`src/rtl/flash_erase_pp_seq.sv`:
```
// flash_erase_pp_seq: one-shot WREN/SE/poll/WREN/PP/poll SPI-flash sequencer with a mode-0 bit engine (sck = clk/4)
module flash_erase_pp_seq #(
  parameter logic [23:0] SECTOR_ADDR = 24'h00_0000,
  parameter logic [23:0] PP_ADDR     = 24'h00_0000,
  parameter logic [8:0]  PP_LEN      = 9'd10,
  parameter logic [7:0]  DATA_INIT   = 8'h00,
  parameter logic [7:0]  CS_GAP      = 8'd32,
  parameter logic [23:0] POLL_MAX    = 24'd5000000
) (
  input  logic sys_clk,
  input  logic sys_rst_n,
  input  logic start,
  input  logic miso,
  output logic cs_n,
  output logic sck,
  output logic mosi,
  output logic busy,
  output logic done,
  output logic err
);
  typedef enum logic [3:0] {IDLE, WREN1, SE, POLL1, WREN2, PP, POLL2, DONE, ERR} state_t;
  typedef enum logic [1:0] {P_SETUP, P_BITS, P_HOLD, P_GAP} phase_t;
  state_t st, st_n;
  phase_t ph, ph_n;
  logic [7:0] tmr, rx, tx, cmd;
  logic [1:0] cnt;
  logic [2:0] bitn;
  logic [8:0] byten, nbytes;
  logic [23:0] pcnt, addr;
  logic polling, tmr_end, last_bit, gap_end;
  // every frame walks setup -> bits -> hold -> gap; the command state advances only at the end of the gap
  always_comb begin
    polling = st == POLL1 || st == POLL2;
    addr = st == SE ? SECTOR_ADDR : PP_ADDR;
    cmd = st == SE ? 8'hD8 : st == PP ? 8'h02 : polling ? 8'h05 : 8'h06;
    nbytes = st == SE ? 9'd4 : st == PP ? 9'd4 + PP_LEN : polling ? 9'd2 : 9'd1;
    tx = byten == 9'd0 ? cmd : polling ? 8'h00 : byten == 9'd1 ? addr[23:16] : byten == 9'd2 ? addr[15:8] :
         byten == 9'd3 ? addr[7:0] : DATA_INIT + byten[7:0] - 8'd4;
    tmr_end = tmr == (ph == P_GAP ? CS_GAP - 8'd1 : 8'd3);
    last_bit = ph == P_BITS && cnt == 2'd3 && bitn == 3'd7 && byten == nbytes - 9'd1;
    gap_end = ph == P_GAP && tmr_end;
    ph_n = busy && ((ph != P_BITS && tmr_end) || last_bit) ? phase_t'(ph + 2'd1) : ph;
    st_n = st;
    case (st)
      IDLE:         st_n = start ? WREN1 : IDLE;
      POLL1, POLL2: st_n = !gap_end ? st : !rx[0] ? state_t'(st + 4'd1) : pcnt >= POLL_MAX - 24'd1 ? ERR : st;
      DONE, ERR:    st_n = IDLE;
      default:      st_n = gap_end ? state_t'(st + 4'd1) : st;
    endcase
  end
  always_ff @(posedge sys_clk or negedge sys_rst_n)
    if (!sys_rst_n) begin
      st <= IDLE;
      ph <= P_SETUP;
      tmr <= 8'd0;
      cnt <= 2'd0;
      {byten, bitn} <= 12'd0;
      rx <= 8'd0;
      pcnt <= 24'd0;
    end else begin
      st <= st_n;
      ph <= ph_n;
      tmr <= ph_n != ph || ph == P_BITS || !busy ? 8'd0 : tmr + 8'd1;
      cnt <= ph == P_BITS ? cnt + 2'd1 : 2'd0;
      {byten, bitn} <= ph != P_BITS ? 12'd0 : cnt == 2'd3 ? {byten, bitn} + 12'd1 : {byten, bitn};
      rx <= ph == P_BITS && cnt == 2'd2 ? {rx[6:0], miso} : rx;
      pcnt <= st_n != st ? 24'd0 : gap_end && polling ? pcnt + 24'd1 : pcnt;
    end
  assign busy = st != IDLE && st != DONE && st != ERR;
  assign cs_n = !(busy && ph != P_GAP);
  assign sck  = ph == P_BITS && cnt[1];
  assign mosi = ph == P_BITS && tx[~bitn];
  assign done = st == DONE;
  assign err  = st == ERR;
endmodule

```
`config.mk`:
```
export PLATFORM = sky130hd
export DESIGN_NAME = flash_erase_pp_seq
export DESIGN_NICKNAME = d
export VERILOG_FILES = /design/src/rtl/flash_erase_pp_seq.sv
export SDC_FILE = /design/constraint.sdc
export NUM_CORES = 1
export LEC_CHECK = 0
export BUFFER_PORTS_ARGS = -buffer_cell sky130_fd_sc_hd__buf_2
export CAP_MARGIN = 20
export CORE_ASPECT_RATIO = 0.9
export CORE_MARGIN = 4
export CORE_UTILIZATION = 57
export DETAILED_ROUTE_END_ITERATION = 10
export PLACE_DENSITY = 0.85
export SLEW_MARGIN = 20
export SYNTH_ARGS = -nofsm -noshare
export SYNTH_HDL_FRONTEND = slang
export SYNTH_SLANG_ARGS = --single-unit
```
`constraint.sdc`:
```
create_clock -name sys_clk -period 2.8 [get_ports sys_clk]
set_input_delay 0.28 -clock sys_clk [delete_from_list [all_inputs] [get_ports sys_clk]]
set_output_delay 0.28 -clock sys_clk [all_outputs]
set_load 0.02 [all_outputs]
```
Word level (Yosys, flattened, before mapping)
Cells that the tools add are included.
{ "classes": {"add_sub_neg": 8, "multipliers": 0, "div": 0, "n_lt_le_gt_ge": 2, "eq_ne": 22, "shifts": 0, "muxes": 27, "bitwise": 1, "n_reduce_logical": 26} }
{ "op_table": {"columns": ["cell", "n"], "rows": [
  ["8-bit 2-to-1 mux", 7],
  ["24-bit 2-to-1 mux", 2],
  ["24-bit by 1-bit adder with 24-bit output, second input constant", 1],
  ["24-bit by 23-bit >= comparator with 1-bit output, second input constant", 1],
  ["12-bit 2-to-1 mux", 2],
  ["4-bit 2-to-1 mux", 6],
  ["9-bit by 2-bit equality test with 1-bit output, second input constant", 2],
  ["1-bit logical AND", 13],
  ["12-bit by 1-bit adder with 12-bit output, second input constant", 1],
  ["4-bit by 3-bit equality test with 1-bit output, second input constant", 3],
  ["4-bit case mux with 3 select lines", 1],
  ["9-bit by 1-bit equality test with 1-bit output, second input constant", 1],
  ["9-bit equality test", 1],
  ["9-bit zero test", 1],
  ["8-bit by 1-bit adder with 8-bit output, second input constant", 1],
  ["4-bit by 2-bit equality test with 1-bit output, second input constant", 2],
  ["8-bit by 5-bit equality test with 1-bit output", 1],
  ["2-bit 2-to-1 mux", 4],
  ["8-bit by 3-bit subtractor with 8-bit output, second input constant", 1],
  ["2-bit equality test, second input constant", 3],
  ["5-bit 2-to-1 mux", 1],
  ["4-bit by 1-bit subtractor with 5-bit output, second input constant", 1],
  ["2-bit by 1-bit adder with 2-bit output, second input constant", 2],
  ["4-bit by 1-bit adder with 4-bit output, second input constant", 1],
  ["20 further kinds", 27]
]} }
{ "totals": {"register_bits": 53, "latchBits": 0, "ramBits": 0, "rom_bits": 0, "in_bits": 4, "out_inout_bits": 6, "elab_cells": 94, "memories": 0} }

Logic depth before layout (Yosys ltp)
Gate-level depths: netlist (run 1).
{ "logic_depth": {"word_depth": 15, "ltp_mapped": 12} }

Least setup slack after synthesis (run 1)
OpenSTA, ideal clock, no wires.
{ "synth_timing": {"path_type": "reg-to-reg", "startpoint": "reg st[0]", "endpoint": "reg ph[0]", "setup_time_ns": 0.126, "t_arrival_ns": 2.484, "slack_ns": 0.190, "path_stages_with_launch": 13, "synth_period_minus_slack_ns": 2.610, "path_cell_list": "dfrtp_1 > inv_1 > ha_1 > nand2b_1 > a21oi_1 > inv_1 > ha_1 > xor2_1 > o211a_1 > o21ai_0 > a2111oi_0 > o21ai_1 > xnor2_1"} }
{ "synth_between": {"elab_chain_len": 11, "word_cells_on_any_way": 19, "classes_between": "add/sub (1); eq/ne (7); mux (4); reduce/logical (7)"} }
{ "synth_lines": {"columns": ["item", "line", "source"], "rows": [
  ["from (decl)", "23", "state_t st, st_n;"],
  ["from (signal assigned)", "61", "st <= st_n;"],
  ["4-bit by 2-bit equality test with 1-bit output / 4-bit by 3-bit equality test with 1-bit output (equally long branches)", "33", "polling = st == POLL1 || st == POLL2;"],
  ["1-bit logical OR", "33", null],
  ["2-bit 2-to-1 mux", "36", "nbytes = st == SE ? 9'd4 : st == PP ? 9'd4 + PP_LEN : polling ? 9'd2 : 9'd1;"],
  ["4-bit 2-to-1 mux (2 in a row)", "36", null],
  ["4-bit by 1-bit subtractor with 5-bit output", "40", "last_bit = ph == P_BITS && cnt == 2'd3 && bitn == 3'd7 && byten == nbytes - 9'd1;"],
  ["9-bit equality test", "40", null],
  ["1-bit logical AND", "40", null],
  ["1-bit logical OR", "42", "ph_n = busy && ((ph != P_BITS && tmr_end) || last_bit) ? phase_t'(ph + 2'd1) : ph;"],
  ["1-bit logical AND (*)", "42", null],
  ["2-bit 2-to-1 mux (*)", "42", null],
  ["named net ph_n[0]", "24", "phase_t ph, ph_n;"],
  ["to (signal assigned)", "62", "ph <= ph_n;"],
  ["to (decl)", "24", null]
]} }
Mark *: on every way through the listed nets, which the timed path passes. The rest lies on a longest branch.
A chain may end at the register's enable or synchronous reset.

Worst setup path after layout (run 1)
{ "layout_timing": {"startpoint": "reg byten[5]", "endpoint": "out mosi"} }
{ "layout_between": {"elab_chain_len": 9, "word_cells_on_any_way": 13, "classes_between": "add/sub (1); eq/ne (3); mux (7); reduce/logical (2)"} }
{ "layout_lines": {"columns": ["item", "line", "source"], "rows": [
  ["from (decl)", "28", "logic [8:0] byten, nbytes;"],
  ["from (signal assigned)", "65", "{byten, bitn} <= ph != P_BITS ? 12'd0 : cnt == 2'd3 ? {byten, bitn} + 12'd1 : {byten, bitn};"],
  ["8-bit by 3-bit subtractor with 8-bit output / 9-bit by 2-bit equality test with 1-bit output (equally long branches)", "38", "byten == 9'd3 ? addr[7:0] : DATA_INIT + byten[7:0] - 8'd4;"],
  ["8-bit 2-to-1 mux", "38", null],
  ["8-bit 2-to-1 mux (3 in a row)", "37", "tx = byten == 9'd0 ? cmd : polling ? 8'h00 : byten == 9'd1 ? addr[23:16] : byten == 9'd2 ? addr[15:8] :"],
  ["8-bit 2-to-1 mux (*)", "37", null],
  ["1-bit binary-select mux with 3-bit select (*)", "72", "assign mosi = ph == P_BITS && tx[~bitn];"],
  ["1-bit 2-to-1 mux (not written as such) (*)", "72", null],
  ["1-bit logical AND (*)", "72", null],
  ["to (decl)", "16", "output logic mosi,"]
]} }
Every way passes the cells marked *; elsewhere a longest branch is shown, timed or not. The select of a mux whose other input is x is not followed.

==> results.md, run 1 <==
- Slew margin rel.: 40.6%
- IO Port Bufs: 9
- Post-route cell area: 0.00419 mm^2
- Final cycle utilization of the critical path: 99.0%
- Final #Nets: 426
- Num CTS Buffers: 5
- Startpoint types: flop
- Register area share after synthesis: 35.7%
- Synthesized net count: 402
- Hold_buf cts: 0
- First-pass GRT wire length: 13700 um
- Yosys reg bits: 53
- Reg2reg setup slack: 0.14 ns
- F_max: 361 MHz
- Vias per cell: 6.17
- EDFF count, synth: 0
- Yosys cell types: 68
- 1st-pass router iterations: 4
- Reg-to-Reg Start: st[0]
- Die area: 0.00787 mm^2
- Ant. Diodes: 0
- Max Fanout on Critical Path: 8
- Vias in the first global route: 2995
- Core ar.: 0.00622 mm^2
- WP data required: 2.52 ns
- Mean Syn Cell Area: 9.72 um^2
- Hold Path Class: in2async
- Crit end category: output port
- Initial cell density of the core: 59.7%
- Finished Core Util: 67.4%
- Post-layout min period: 2.77 ns
- I/O pins: 10
- Setup violations, final: 0
- Routed wire length: 8570 um
- Die width: 93.1 um
- Total GRT Usage: 21.4%
- Worst r2r dst: pcnt[8]
- Drt wl/cell: 17.4 um
- Fin. Hold Viols: 0
- Die Span Y: 84.6 um
- Pleak: 1.82 nW
- VDD IR max: 0.356 mV
- Inst Count DP: 479
- Htree depth: 2
- Gr ovfl total: 0
- Area fraction of the dominant cell type after synthesis: 35.7%
- Ys Warns: 0
- Final Wtd Congestion: 0.916
- Clock tree from TritonCTS: done
- Mapped Cells: 382
- Cell Pwr Density: 483 mW/mm^2
- Placed cell area: 0.00391 mm^2
- Deepest clock path buffer count: 2
- Post-synth top area cell: dfrtp_1
- HPWL Detailed: 5630 um
- Worst-path clk slew: 0.10 ns
- Max Slew Vio Count: 0
- Fin cells: 494
- Area Overhead vs Synth: 12.8%
- Arrival @ worst endpoint: 2.49 ns
- Largest net degree at the start of global routing: 41
- Via count: 3048
- ANT nets after route: 0
- Row count: 27
- Initial antenna violation count: 0
- Layout cells sized above 1: 25.6%
- Crit Path Category: reg2out
- Clk_skew: 0.0110 ns
- Slew @ Worst Pin: 0.891 ns
- Ys async rst share: 100%
- Mapped Area: 0.00371 mm^2
- CTS Sinks: 53
- Clock root buffer: clkbuf_8
- DRC violations left: 0
- Worst-Skew Late Latency: 0.32 ns
- Starting DRC count in detailed routing: 157
- Synth area leaders: dfrtp_1 (36%), ha_1 (5.4%), nor3_2 (5.4%), xor2_1 (5.2%), xnor2_1 (5.0%)
- Status: complete, no violations
- Top_reg_cell synth: dfrtp_1
- R2R depth: 9
- Max Cap Viol: 0
==> synthesized netlist by cell type (11+ instances only) <==
library cell  count
nand2_1          16
and2_1           11
xnor2_1          21
nand3_1          23
nand4_1          12
clkbuf_1         13
ha_1             16
dfrtp_1          53
inv_1            14
nor2_1           23
nor3_2           20
xor2_1           22
==> layout by cell type (no fill, tap or decap), types with 3 or more instances in the layout <==
| master | synthesis | final |
|---|---|---|
| a21oi_1 | 7 | 6 |
| and2_1 | 11 | 11 |
| and3_1 | 10 | 10 |
| and4_1 | 3 | 3 |
| buf_2 | 4 | 9 |
| buf_4 | 1 | 29 |
| clkbuf_8 | 0 | 7 |
| dfrtp_1 | 53 | 48 |
| dfrtp_2 | 0 | 5 |
| ha_1 | 16 | 14 |
| inv_1 | 14 | 11 |
| inv_2 | 1 | 4 |
| mux2_2 | 3 | 3 |
| mux2i_1 | 7 | 6 |
| nand2_1 | 16 | 15 |
| nand2b_1 | 5 | 5 |
| nand3_1 | 23 | 23 |
| nand4_1 | 12 | 12 |
| nor2_1 | 23 | 22 |
| nor2b_1 | 10 | 9 |
| nor3_1 | 9 | 9 |
| nor3_2 | 20 | 20 |
| nor4_1 | 6 | 6 |
| o211a_1 | 3 | 3 |
| o21ai_0 | 6 | 5 |
| o311ai_1 | 2 | 3 |
| xnor2_1 | 21 | 21 |
| xor2_1 | 22 | 22 |
==> worst max path at each step <==
stage | start | end | slack [ns]
after floorplan | st[0] | ph[0] | 0.19
after global placement | st[0] | ph[0] | -0.07
after detailed placement | st[0] | ph[0] | -0.17
after CTS | st[0] | mosi | 0.01
after global routing | byten[6] | mosi | -0.05
final | byten[5] | mosi | 0.03
==> stage by stage <==
stage                     setup slack [ns]  total power, mW  TNS [ns]  hold slack (ns)
after floorplan                      0.190             1.33         0          -0.0156
after global placement             -0.0658             1.47    -0.131            0.443
after detailed placement            -0.167             1.49    -0.480            0.455
after CTS                           0.0148             1.96         0            0.108
after global routing               -0.0526             2.13    -0.195            0.146
final                               0.0288             2.02         0           0.0716
==> registers in the layout, summed over array words and instances (netlist names) <==
name,count
pcnt,24
byten,9
tmr,8
st,4
bitn,3
cnt,2
ph,2
rx,1
==> metal layers <==
layer / vias up / part of all wire, % / track usage, %
li1: 1441 / - / -
met1: 1517 / 44 / 28.4
met5: - / 0 / 0
met4: 0 / 1.2 / 6.79
met2: 78 / 51 / 35.5
met3: 12 / 4.5 / 3.67
==> layout make-up <==
type	instances	area, um^2
repair buffers	38	263
multi-input cells	293	2330
flip-flops and latches	53	1330
clock buffers	7	96.3
well taps	87	109
inverters	15	56.3
fillers	482	2030
clock inverters	1	5.00
==> critical path, cell delays in order (launching register included) <==
cell and delay (ns):
dfrtp_2 0.48, nor4_1 0.27, buf_4 0.18, nand4_1 0.16
buf_4 0.21, mux4_2 0.31, a211oi_2 0.22, o211a_1 0.18
buf_2 0.16
==> power breakdown <==
group	leakage, nW	internal, mW	switching (mW)
Sequential	0.726	0.811	0.0517
Combinational	1.04	0.242	0.433
Clock	0.0542	0.224	0.260
==> logic make-up (layout without fill, tap and decap cells) <==
| family | after synthesis | in the layout | synth area share (%) |
|---|---|---|---|
| AO/OA/AOI/OAI | 58 | 59 | 12.6 |
| XOR/XNOR | 43 | 43 | 10.1 |
| adder cells (fa/ha/maj) | 16 | 16 | 5.39 |
| multiplexers | 11 | 11 | 3.40 |
| flip-flops | 53 | 53 | 35.7 |
| AND/OR/NAND/NOR | 164 | 164 | 27.8 |
| buffers and inverters | 37 | 61 | 4.99 |
==> what timing repair did <==
action,CTS,global route
setup buffers,0,6
resized for setup,11,20
pin swaps,0,5
setup endpoints to repair,27,27
gates cloned,0,1
Power figures use the tool's default switching activity.
==> inputs of run 2 (changes only) <==
--- a/config.mk
+++ b/config.mk
@@ -7,9 +7,11 @@
 export LEC_CHECK = 0
 export BUFFER_PORTS_ARGS = -buffer_cell sky130_fd_sc_hd__buf_2
 export CAP_MARGIN = 20
+export CELL_PAD_IN_SITES_DETAIL_PLACEMENT = 1
+export CELL_PAD_IN_SITES_GLOBAL_PLACEMENT = 1
 export CORE_ASPECT_RATIO = 0.9
 export CORE_MARGIN = 4
-export CORE_UTILIZATION = 57
+export CORE_UTILIZATION = 45
 export DETAILED_ROUTE_END_ITERATION = 10
 export PLACE_DENSITY = 0.85
 export SLEW_MARGIN = 20
==> results.md, run 2 (synthesis results as in run 1) <==
- Final #Nets: 428 (+0.47%)
- Pleak: 1.86 nW (+2.2%)
- Die width: 104 um (+11%)
- Htree depth: 2 (unchanged)
- HPWL Detailed: 6580 um (+17%)
- Vias in the first global route: 3205 (+7.0%)
- Tot Pwr: 2.20 mW (+9.0%)
- Crit Path Category: reg2out
- Area Overhead vs Synth: 13.6%
- Max Fanout on Critical Path: 7 (-1)
- Drt wl/cell: 19.0 um (+9.8%)
- Arrival @ worst endpoint: 2.41 ns (-0.08 ns)
- F_max: 372 MHz (+3.1%)
- First-pass GRT wire length: 16100 um (+18%)
- I/O pins: 10 (unchanged)
- Vias per cell: 6.03 (-2.2%)
- Deepest clock path buffer count: 2 (unchanged)
- Fin. Hold Viols: 0 (unchanged)
- Fillcell total: 901 (+87%)
- Combinational power share: 33.0% (-0.4 points)
- Final cycle utilization of the critical path: 96.0% (-3.0 points)
- Worst-path clk slew: 0.10 ns (about the same)
- VDD IR max: 0.391 mV (+9.8%)
- Hold_buf cts: 0 (unchanged)
- Startpoint types: flop
- Worst-Skew Late Latency: 0.31 ns (about the same)
- Die Span Y: 94.2 um (+11%)
- Max Cap Viol: 0 (unchanged)
- Final worst slack: 0.112 ns (+0.0835 ns)
- Gr ovfl total: 0 (unchanged)
- Ant. Diodes: 0 (unchanged)
- Setup violations, final: 0 (unchanged)
- Row count: 31 (+15%)
- Post-layout min period: 2.69 ns (-0.0835 ns)
- Slew margin rel.: 53.0% (+12 points)
- Clock tree from TritonCTS: done
- Layout cells sized above 1: 24.4% (-1.1 points)
- Internal power: 1.44 mW (+13%)
- Max reg flops: 24 (unchanged)
- WP data required: 2.52 ns (about the same)
- Commonest non-fill, non-tap cell in the layout: dfrtp_1
- Commonest cells after routing, fill and taps aside: dfrtp_1 (50), buf_4 (30), nand3_1 (23), nor2_1 (22), xor2_1 (22)
- ANT nets after route: 0 (unchanged)
- Largest Register: pcnt
- P_sw: 0.764 mW (+2.6%)
- Final Wtd Congestion: 0.883 (-3.5%)
- Largest net degree at the start of global routing: 54 (+32%)
- Inst Count DP: 494 (+3.1%)
- Routed wire length: 9680 um (+13%)
- Core ar.: 0.00803 mm^2 (+29%)
- Via count: 3064 (+0.52%)
- Starting DRC count in detailed routing: 130 (-17%)
- Net Sw Frac: 34.7% (-2.2 points)
- Total GRT Usage: 20.0% (-1.3 points)
- Initial antenna violation count: 0 (unchanged)
- IO Port Bufs: 9 (unchanged)
- 1st-pass router iterations: 5 (+1)
- Dpl ws: -0.0223 ns (+0.145 ns)
- Clock root buffer: clkbuf_8
- TNS Setup: 0 ns (unchanged)
- Hold Path Class: in2async
- Slew @ Worst Pin: 0.705 ns (-0.187 ns)
- Finished Core Util: 52.5% (-15 points)
- CTS Sinks: 53 (unchanged)
- Clk_skew: 0.0125 ns (+0.00151 ns)
- Cell Pwr Density: 522 mW/mm^2 (+8.2%)
- Fin cells: 508 (+2.8%)
- Initial cell density of the core: 46.2% (-13 points)
- Max Slew Vio Count: 0 (unchanged)
- DRC violations left: 0 (unchanged)
- Seq pwr share: 38.9% (-3.8 points)
- Clock power share: 28.1% (+4.2 points)
- Crit end category: output port
- Status: complete, no violations
- Die area: 0.00977 mm^2 (+24%)
- Num CTS Buffers: 5 (unchanged)
[run 2: changes by cell type in the layout (fill, tap and decap cells not counted), moves of 2 or more]
cell	delta
buf_12	+2
dfrtp_2	-2
clkbuf_8	-2
o21ai_2	-2
dfrtp_1	+2
or2_4	+2
or2_1	-2
bufinv_16	+2
[run 2: worst paths after layout]
| check | from | slack (ns) | cells after the start | end |
|---|---|---|---|---|
| hold / removal | sys_rst_n | 0.08 | 2 | bitn[0] |
| min in group sys_clk | miso | 0.21 | 2 | rx[0] |
| max in group asynchronous | sys_rst_n | 2.20 | 2 | st[1] |
| hold reg to reg | cnt[0] | 0.52 | 1 | cnt[0] |
| setup / recovery | st[1] | 0.11 | 9 | mosi |
| setup reg to reg | st[0] | 0.16 | 11 | pcnt[19] |
[run 2: critical path, cell delays in order, from the launching register on]
cell	delay, ns
dfrtp_2	0.47
inv_2	0.08
ha_1	0.20
nand2_2	0.11
a21oi_1	0.09
buf_4	0.18
mux4_2	0.48
a211oi_2	0.17
o211a_1	0.17
buf_2	0.16
[run 2: cell type report]
type	instances	area, um^2	share of cell area (%)
flip-flops and latches	53	1330	31.5
clock buffers	5	68.8	1.63
inverters	15	56.3	1.34
well taps	99	124	2.94
repair buffers	41	310	7.36
multi-input cells	292	2260	53.6
clock inverters	3	65.1	1.54
[run 2: through the flow]
stage / area (um^2) / hold slack [ns]
after CTS: 4140 / 0.105
after detailed placement: 3970 / 0.455
after floorplan: 3710 / -0.0156
after global placement: 3970 / 0.438
after global routing: 4220 / 0.138
final: 4220 / 0.0769
[run 2: routing by layer]
metal / wire length [um] / GRT usage [%] / up-vias
met4: 140 / 5.20 / 0
met3: 267 / 2.47 / 15
met2: 4900 / 35.3 / 63
li1: - / - / 1435
met1: 4370 / 26.3 / 1551
met5: 0 / 0 / -
[run 2: power by group through the flow]
stage | Combinational [mW] | Sequential, mW | Clock (mW)
6_report | 0.727 | 0.856 | 0.619
3_3_place_gp | 0.648 | 0.868 | 0
3_5_place_dp | 0.676 | 0.875 | 0
4_1_cts | 0.708 | 0.855 | 0.637
2_1_floorplan | 0.469 | 0.857 | 0
5_1_grt | 0.794 | 0.864 | 0.675
[run 2: what timing repair did]
action | 4_1_cts | 5_1_grt
gates cloned | 0 | 0
setup buffers | 2 | 4
setup endpoints to repair | 3 | 26
resized for setup | 5 | 14
pin swaps | 0 | 5
endpoints found under the hold margin | 0 | 0
==> inputs of run 3 (changes only) <==
--- a/config.mk
+++ b/config.mk
@@ -5,13 +5,14 @@
 export SDC_FILE = /design/constraint.sdc
 export NUM_CORES = 1
 export LEC_CHECK = 0
+export ABC_AREA = 1
 export BUFFER_PORTS_ARGS = -buffer_cell sky130_fd_sc_hd__buf_2
 export CAP_MARGIN = 20
 export CELL_PAD_IN_SITES_DETAIL_PLACEMENT = 1
 export CELL_PAD_IN_SITES_GLOBAL_PLACEMENT = 1
 export CORE_ASPECT_RATIO = 0.9
 export CORE_MARGIN = 4
-export CORE_UTILIZATION = 45
+export CORE_UTILIZATION = 42
 export DETAILED_ROUTE_END_ITERATION = 10
 export PLACE_DENSITY = 0.85
 export SLEW_MARGIN = 20
==> results.md, run 3 <==
- Status: complete, no violations
- Starting DRC count in detailed routing: 201 (+55%)
- Yosys reg bits: 53 (unchanged)
- Placed cell area: 0.00385 mm^2 (-3.0%)
- Die width: 107 um (+3.1%)
- Final Wtd Congestion: 0.924 (+4.6%)
- Post-synthesis mux area share: 0% (-3.4 points)
- DRC violations left: 0 (unchanged)
- Setup violations, final: 0 (unchanged)
- Top_reg_cell synth: dfrtp_1
- TNS Setup: 0 ns (unchanged)
- Mapped Cells: 515 (+35%)
- HPWL Detailed: 7460 um (+13%)
- Top delay family on crit path: simple AND/OR/NAND/NOR gates
- CTS Sinks: 53 (unchanged)
- Crit Path Category: reg2out
- Post-synthesis adder-cell area fraction: 5.41% (+0.016 points)
- Worst-Skew Late Latency: 0.32 ns (about the same)
- VDD IR max: 0.185 mV (-53%)
- Largest Register: pcnt
- Routed wire length: 9990 um (+3.2%)
- Reg2reg setup slack: 0.25 ns (+0.09 ns)
- Synth area leaders: dfrtp_1 (36%), nand2_1 (11%), nand3_1 (8.7%), nor2_1 (6.1%), xor2_1 (5.7%)
- Ant. Diodes: 0 (unchanged)
- Gr busiest metal: met2
- Hold Path Class: in2reg
- Final cycle utilization of the critical path: 92.5% (-3.5 points)
- Area fraction of the dominant cell type after synthesis: 35.8% (+0.11 points)
- Startpoint types: flop
- GRT met2 Usage: 32.4% (-2.9 points)
- IO Port Bufs: 9 (unchanged)
- Via count: 3451 (+13%)
- Synth cell count leaders: nand2_1 (112), nand3_1 (64), nor2_1 (60)
- Slowest cell on the critical path: dfrtp_1
- Row count: 32 (+3.2%)
- Crit-path max cell delay: 0.47 ns (about the same)
- EDFF count, synth: 0 (unchanged)
- Htree depth: 2 (unchanged)
- Layout cells sized above 1: 9.56% (-15 points)
- First-pass GRT wire length: 17000 um (+5.2%)
- Register area share after synthesis: 35.8% (+0.11 points)
- Largest family of logic cells by synthesized area: simple AND/OR/NAND/NOR gates
- 1st-pass router iterations: 5 (unchanged)
- Drt wl/cell: 15.6 um (-18%)
- Commonest cells after routing, fill and taps aside: nand2_1 (112), nand3_1 (64), nor2_1 (59), inv_1 (55), dfrtp_1 (50)
- Final #Nets: 542 (+27%)
- Die area: 0.0104 mm^2 (+6.3%)
- Simple-gate share of the synthesized area: 35.1% (+7.3 points)
- Synthesized net count: 535 (+33%)
- Clock root buffer: clkbuf_8
- Compound-Gate Fraction of Synth Area: 7.64% (-4.9 points)
- Commonest non-fill, non-tap cell in the layout: nand2_1
- Max Fanout on Critical Path: 7 (unchanged)
- F_max: 386 MHz (+3.7%)
- Clock tree from TritonCTS: done
- Arrival @ worst endpoint: 2.31 ns (-0.10 ns)
- Post-layout min period: 2.59 ns (-0.0968 ns)
- Mean Syn Cell Area: 7.19 um^2 (-26%)
- Area Overhead vs Synth: 8.11%
- Core ar.: 0.00857 mm^2 (+6.7%)
- Slew margin rel.: 54.7% (+1.7 points)
- Clk_skew: 0.0133 ns (+0.000754 ns)
- Vias in the first global route: 3453 (+7.7%)
- Fin cells: 642 (+26%)
- Gr ovfl total: 0 (unchanged)
- Xor and xnor area share after synthesis: 7.10% (-3.0 points)
- Inst Count DP: 632 (+28%)
- ANT nets after route: 0 (unchanged)
- Cell Pwr Density: 319 mW/mm^2 (-39%)
- Post-synth top area cell: dfrtp_1
- GR met1 Demand/Resource: 28.1% (+1.8 points)
- Ys async rst share: 100% (unchanged)
- CP cell instances: nor2_1 -> and3_1 -> nand3_1 -> nor3_4 -> inv_1 -> nand2_1 -> nand2_1 -> nand2_1 -> o211ai_1 -> nand3_1 -> nand2_1 -> nor2_1 -> buf_2
- Die Span Y: 97.1 um (+3.1%)
- Total GRT Usage: 19.7% (-0.30 points)
- Unrepaired setup endpoints after global routing: yes
- Worst-path clk slew: 0.11 ns (about the same)
- Most frequent CP cell: nand2_1
- Max Cap Viol: 0 (unchanged)
- Ys Warns: 0 (unchanged)
- Num CTS Buffers: 5 (unchanged)
- Initial cell density of the core: 43.2% (-3.0 points)
- Deepest clock path buffer count: 2 (unchanged)
- Fin. Hold Viols: 0 (unchanged)
- Post-route cell area: 0.00400 mm^2 (-5.1%)
- Mapped Area: 0.00370 mm^2 (-0.30%)
- Slew @ Worst Pin: 0.679 ns (-0.0262 ns)
- Yosys cell types: 37 (-46%)
- Max Slew Vio Count: 0 (unchanged)
- I/O pins: 10 (unchanged)
- Initial antenna violation count: 0 (unchanged)
- Pleak: 1.96 nW (+5.8%)
- Max reg flops: 24 (unchanged)
- CP bufs+invs: 2 (-1)
- Largest net degree at the start of global routing: 39 (-28%)
- Global Route met3 Usage: 2.66% (+0.18 points)
- Vias per cell: 5.38 (-11%)
- Crit end category: output port
- Most common cell in the netlist: nand2_1
- WP data required: 2.52 ns (about the same)
run 3: changes by cell type in the layout (fill, tap and decap cells not counted), moves of 6 or more:
cell	before	now
nand2_1	15	112
inv_1	12	55
nand3_1	23	64
nor2_1	22	59
buf_4	30	4
nor3_2	20	1
xnor2_1	21	6
a21oi_1	7	18
and2_1	11	0
and3_1	10	1
nor2b_1	9	0
o21ai_0	6	14
inv_2	3	9
mux2i_1	6	0
run 3: final cells by class:
| class | instances | area, um^2 |
|---|---|---|
| sequential | 53 | 1330 |
| clock inverter | 2 | 17.5 |
| multi-input combinational | 382 | 2060 |
| fill | 1114 | 4570 |
| timing repair buffer | 16 | 125 |
| clock buffer | 6 | 82.6 |
| tap | 119 | 149 |
| inverter | 64 | 240 |
run 3: logic make-up after synthesis:
| kind of cell | after synthesis |
|---|---|
| AND/OR/NAND/NOR | 286 |
| buffers and inverters | 80 |
| flip-flops | 53 |
| AO/OA/AOI/OAI | 50 |
| XOR/XNOR | 30 |
| adder cells (fa/ha/maj) | 16 |
run 3: per-stage QoR:
step	util, %	setup WS [ns]	total power, mW	hold slack (ns)
after CTS	46.3	0.0569	1.29	0.249
after floorplan	-	0.571	0.785	-0.0156
after global placement	45.0	0.341	0.806	0.311
after global routing	46.7	-0.0610	1.33	0.258
final	46.7	0.209	1.28	0.255
after detailed placement	45.0	0.170	0.806	0.326
run 3: metal layers:
layer  share of wire [%]  vias up
met4                0.94        0
li1                    -     1693
met2                  47       63
met3                 3.0       10
met1                  49     1685
met5                   0        -
run 3: tightest hold or removal path, delay by kind of cell:
family / cells / cell delay (ns)
buffers and inverters: 1 / 0.11
and+or+nand+nor: 1 / 0.10
AOI/OAI and AO/OA: 1 / 0.05
run 3: report_power, final:
| part | internal [mW] | total (mW) | leakage [nW] | switching, mW |
|---|---|---|---|---|
| combinational | 0.00480 | 0.0252 | 1.20 | 0.0204 |
| sequential | 0.766 | 0.766 | 0.710 | 0.000536 |
| clock | 0.206 | 0.486 | 0.0518 | 0.279 |
run 3: path summary, 6_finish.rpt:
path | startpoint | to | depth (start not counted)
max in group asynchronous | sys_rst_n | byten[2] | 3
max reg2reg | st[0] | ph[1] | 13
min in group asynchronous | sys_rst_n | bitn[0] | 2
min reg2reg | cnt[0] | cnt[0] | 1
max | byten[5] | mosi | 13
min | miso | rx[0] | 3
run 3: repair_timing:
item,4_1_cts,5_1_grt
hold buffers,1,0
gates resized for setup,0,6
endpoints found under the hold margin,22,0
endpoints found under the setup margin,0,13
setup buffers,0,1
